[src/rtl/mul_pkg.sv]
// rtl/mul_pkg.sv - shared state encoding and counter sizing for the sequential multiplier
package mul_pkg;

  typedef enum logic [1:0] {
    IDLE = 2'd0,
    BUSY = 2'd1,
    FIX  = 2'd2,
    DONE = 2'd3
  } state_t;

  // Counter only needs to reach width-1; keep at least one bit for tiny widths.
  function automatic int cnt_w(input int width);
    return (width < 3) ? 1 : $clog2(width);
  endfunction

endpackage

[src/rtl/mul_abs_n.sv]
// rtl/mul_abs_n.sv - operand magnitude and sign extraction
module mul_abs_n
  import mul_pkg::*;
#(
  parameter int WIDTH = 8
) (
  input  logic [WIDTH-1:0] a,
  input  logic             signed_mode,
  output logic [WIDTH-1:0] mag,
  output logic             sign
);

  // The most negative value negates to itself, which reads correctly as an unsigned magnitude.
  assign sign = signed_mode & a[WIDTH-1];
  assign mag  = sign ? (~a + WIDTH'(1)) : a;

endmodule

[src/rtl/seq_mul_n_bit.sv]
// rtl/seq_mul_n_bit.sv - sequential shift-add multiplier with handshake and held result
module seq_mul_n_bit
  import mul_pkg::*;
#(
  parameter int WIDTH = 8
) (
  input  logic               clk,
  input  logic               rst_n,
  input  logic               in_valid,
  output logic               in_ready,
  input  logic [WIDTH-1:0]   a,
  input  logic [WIDTH-1:0]   b,
  input  logic               signed_mode,
  output logic               out_valid,
  input  logic               out_ready,
  output logic [2*WIDTH-1:0] res
);

  localparam int CNT_W = cnt_w(WIDTH);

  state_t             state, state_nxt;
  logic [WIDTH-1:0]   mcand, mplier;
  logic [2*WIDTH-1:0] acc, res_reg, addend;
  logic [CNT_W-1:0]   cnt;
  logic               neg;
  logic [WIDTH-1:0]   mag_a, mag_b;
  logic               sign_a, sign_b;

  mul_abs_n #(.WIDTH(WIDTH)) u_abs_a (
    .a           (a),
    .signed_mode (signed_mode),
    .mag         (mag_a),
    .sign        (sign_a)
  );

  mul_abs_n #(.WIDTH(WIDTH)) u_abs_b (
    .a           (b),
    .signed_mode (signed_mode),
    .mag         (mag_b),
    .sign        (sign_b)
  );

  assign addend = {{WIDTH{1'b0}}, mcand} << cnt;

  always_comb begin
    state_nxt = state;
    case (state)
      IDLE:    if (in_valid) state_nxt = BUSY;
      BUSY:    if (cnt == CNT_W'(WIDTH - 1)) state_nxt = FIX;
      FIX:     state_nxt = DONE;
      DONE:    if (out_ready) state_nxt = IDLE;
      default: state_nxt = IDLE;
    endcase
  end

  always_ff @(posedge clk or negedge rst_n) begin
    if (!rst_n) begin
      state   <= IDLE;
      mcand   <= '0;
      mplier  <= '0;
      acc     <= '0;
      cnt     <= '0;
      neg     <= 1'b0;
      res_reg <= '0;
    end else begin
      state <= state_nxt;
      case (state)
        IDLE: if (in_valid) begin
          mcand  <= mag_a;
          mplier <= mag_b;
          neg    <= sign_a ^ sign_b;
          acc    <= '0;
          cnt    <= '0;
        end
        BUSY: begin
          if (mplier[0]) acc <= acc + addend;
          mplier <= mplier >> 1;
          cnt    <= cnt + CNT_W'(1);
        end
        // Result register updates only here, so it stays put through DONE and IDLE.
        FIX:  res_reg <= neg ? (~acc + (2*WIDTH)'(1)) : acc;
        default: ;
      endcase
    end
  end

  assign in_ready  = (state == IDLE);
  assign out_valid = (state == DONE);
  assign res       = res_reg;

endmodule
[config.mk]
export PLATFORM = sky130hd
export DESIGN_NAME = seq_mul_n_bit
export DESIGN_NICKNAME = d
export VERILOG_FILES = /design/src/rtl/mul_pkg.sv /design/src/rtl/mul_abs_n.sv /design/src/rtl/seq_mul_n_bit.sv
export SDC_FILE = /design/constraint.sdc
export NUM_CORES = 1
export LEC_CHECK = 0
export CAP_MARGIN = 20
export CORE_MARGIN = 1.5
export CORE_UTILIZATION = 43
export CTS_CLUSTER_SIZE = 10
export DETAILED_ROUTE_END_ITERATION = 16
export PLACE_DENSITY = 0.72
export SKIP_LAST_GASP = 1
export SYNTH_ARGS = -nofsm -noshare
export SYNTH_HDL_FRONTEND = slang
export SYNTH_HIERARCHICAL = 1
export SYNTH_SLANG_ARGS = --single-unit
[constraint.sdc]
create_clock -name clk -period 3.1 [get_ports clk]
set_input_delay 0.465 -clock clk [delete_from_list [all_inputs] [get_ports clk]]
set_output_delay 0.465 -clock clk [all_outputs]
set_load 0.02 [all_outputs]
==> qor.csv <==
metric;value;unit
status;complete, but fails checks;
failed_checks;design-rule violations;
synthTopCellsByCount;dfrtp_1, a21oi_1, nor2_1, nand2_1, o21ai_0;
syn_area_per_cell;8.87;sq um
skew;0.00534;ns
ys_seq_area_frac;0.342;
final_util;0.518;
post-route-period-util;0.918;
diodes;0;
finalHoldViolCount;0;
ys_types;49;
cap_viol_max_count;0;
r2r_end;acc[15];
cp.arrival;3.09;ns
initial_utilization;0.448;
synth.area.top_cells;dfrtp_1, ha_1, mux2_2, a21oi_1, xor2_1;
tns;0;ns
die_w;98.8;um
worstSetupEndpointType;flip-flop;
synth_enable_flop_cells;0;
netlist_area;3950;sq um
pin_count;39;
gp_congestion;0.954;
r2r_cells;11;
grt_pass1_wl;15.2;mm
dp_hpwl;7.38;mm
start_kind;flip-flop;
cts_setup_buffers;0;
synth_most_common_cell;dfrtp_1;
timing.rr.start;cnt[1];
setup_viol;0;
grt_max_degree;31;
numCtsBuffers;5;
clk_path_buf_depth;2;
worst_slack;0.255;ns
vias;3437;
dp.cells;583;
rsz0062_at_grt;false;
crit_path_max_fanout;8;
drive_above_1_share;0.114;
grtUsageMet3;0.0255;
grt-busiest-layer;met2;
cts_root_buf;clkbuf_8;
fmax;0.351;GHz
synth_top_area_cell;dfrtp_1;
peakVddDrop;0.315;mV
clk_latency;0.31;ns
grt-ovfl-total;0;
cts_hold_repair.buffers;0;
synth.ff_latch_count;54;
wl_per_cell;15.9;um
total_power;0.00496;W
dieArea;9760;sq um
syn_nets;491;
syn_inst;445;
antenna_found_initial;0;
synth_top_area_share;0.342;
fp.dieH;98.8;um
area_growth;15.6;%
finalCriticalPeriod;2.85;ns
hp-class;primary input to async pin;
grtUsageMet2;0.333;
cp.required;3.34;ns
cts_tree;built;
drt_iter0_drc;225;
viasPerCell;5.82;
num_rows;34;
relSlewSlack;0.506;
clock_sinks;54;
cts_max_level;2;
grt_pass1_vias;3225;
p_leak;1.99;nW
core-area;8810;sq um
ys.flop_type;dfrtp_1;
final_cells;591;
port_buffers;38;
power_density;1090;nW/um^2
yosys_warnings;6;
use_met1;0.250;
grt.total_usage;0.193;
tightestPinTransition;0.741;ns
nets;528;
dpl_worst_slack;0.283;ns
routed_wl;9.42;mm
crit_type;flip-flop to flip-flop;
r2r_slack;0.25;ns
drt_pass1_iterations;11;
maxSlewViolCount;0;
async_flop_share;1.00;
path_clk_slew;0.10;ns
drtAntennaViolNets;0;
drc_errors;4;
-- final cells by class --
cell class                      instances  area (sq um)
Inverter                               22          82.6
Tap cell                              108           135
Multi-Input combinational cell        348          2420
Fill cell                             822          4240
Clock buffer                            6          82.6
Sequential cell                        54          1350
Timing Repair Buffer                   51           473
Clock inverter                          2          16.3
-- cell families after synthesis --
logic type / share of synthesized area
compound gates: 0.214
simple gates: 0.138
flops: 0.342
buf+inv: 0.0444
mux: 0.104
xor+xnor: 0.0754
fa+ha+maj: 0.0811
-- worst max-delay path by stage --
stage            from  endpoint  slack, ns  cells past startpoint
5_1_grt        cnt[0]   acc[10]       0.05                     10
3_5_place_dp   cnt[0]   acc[14]       0.28                      8
4_1_cts        cnt[0]   acc[10]       0.27                     10
6_report       cnt[1]   acc[15]       0.25                     11
3_3_place_gp   cnt[0]   acc[14]       0.32                      9
2_1_floorplan  cnt[0]   acc[14]       0.32                     11
-- routing by layer --
layer  vias up  wire (um)
met5         -          0
met4         0        198
met3        18        358
met2        95       4640
met1      1639       4220
li1       1685          -
-- cell usage in the layout (no fill, tap or decap), types with 4 or more instances in the layout --
cell,synthesis,routed
mux2i_1,13,13
o31ai_1,4,4
mux2_2,25,25
xnor2_1,12,12
a21o_1,6,6
nand3_1,11,11
a22o_1,5,5
o22ai_1,19,19
clkbuf_8,0,6
xor2_1,22,22
clkdlybuf4s50_1,0,37
or3_1,5,5
inv_1,22,22
buf_4,2,13
ha_1,24,24
nand2b_1,4,4
nor2_1,38,38
o211ai_1,4,4
nand2_1,34,34
o21ai_0,26,26
nor3_1,9,9
dfrtp_1,54,53
a21oi_1,48,48
-- stage by stage --
| stage | hold WS [ns] | area (sq um) |
|---|---|---|
| after floorplan | 0.169 | 3950 |
| after global placement | 0.489 | 4460 |
| after detailed placement | 0.496 | 4460 |
| after CTS | 0.155 | 4560 |
| after global routing | 0.174 | 4560 |
| final | 0.140 | 4560 |
-- repair_timing --
item	4_1_cts	5_1_grt
setup endpoints to repair	0	1
gates resized for setup	0	1
hold endpoints to repair	0	0
-- critical path, stage by stage (launching register included) --
cell and delay, ns:
dfrtp_1 0.38, buf_4 0.17, mux2i_1 0.24, mux2_2 0.23
a21oi_1 0.09, ha_1 0.44, nand4_1 0.18, a21oi_1 0.18
a21oi_1 0.12, a221oi_1 0.41, buf_4 0.18, mux2i_1 0.16
-- report_power, final --
part	internal (W)	total (W)	switching (W)
Clock	0.000185	0.000434	0.000250
Combinational	0.00142	0.00318	0.00176
Sequential	0.00102	0.00135	0.000334
Power figures use the tool's default switching activity.
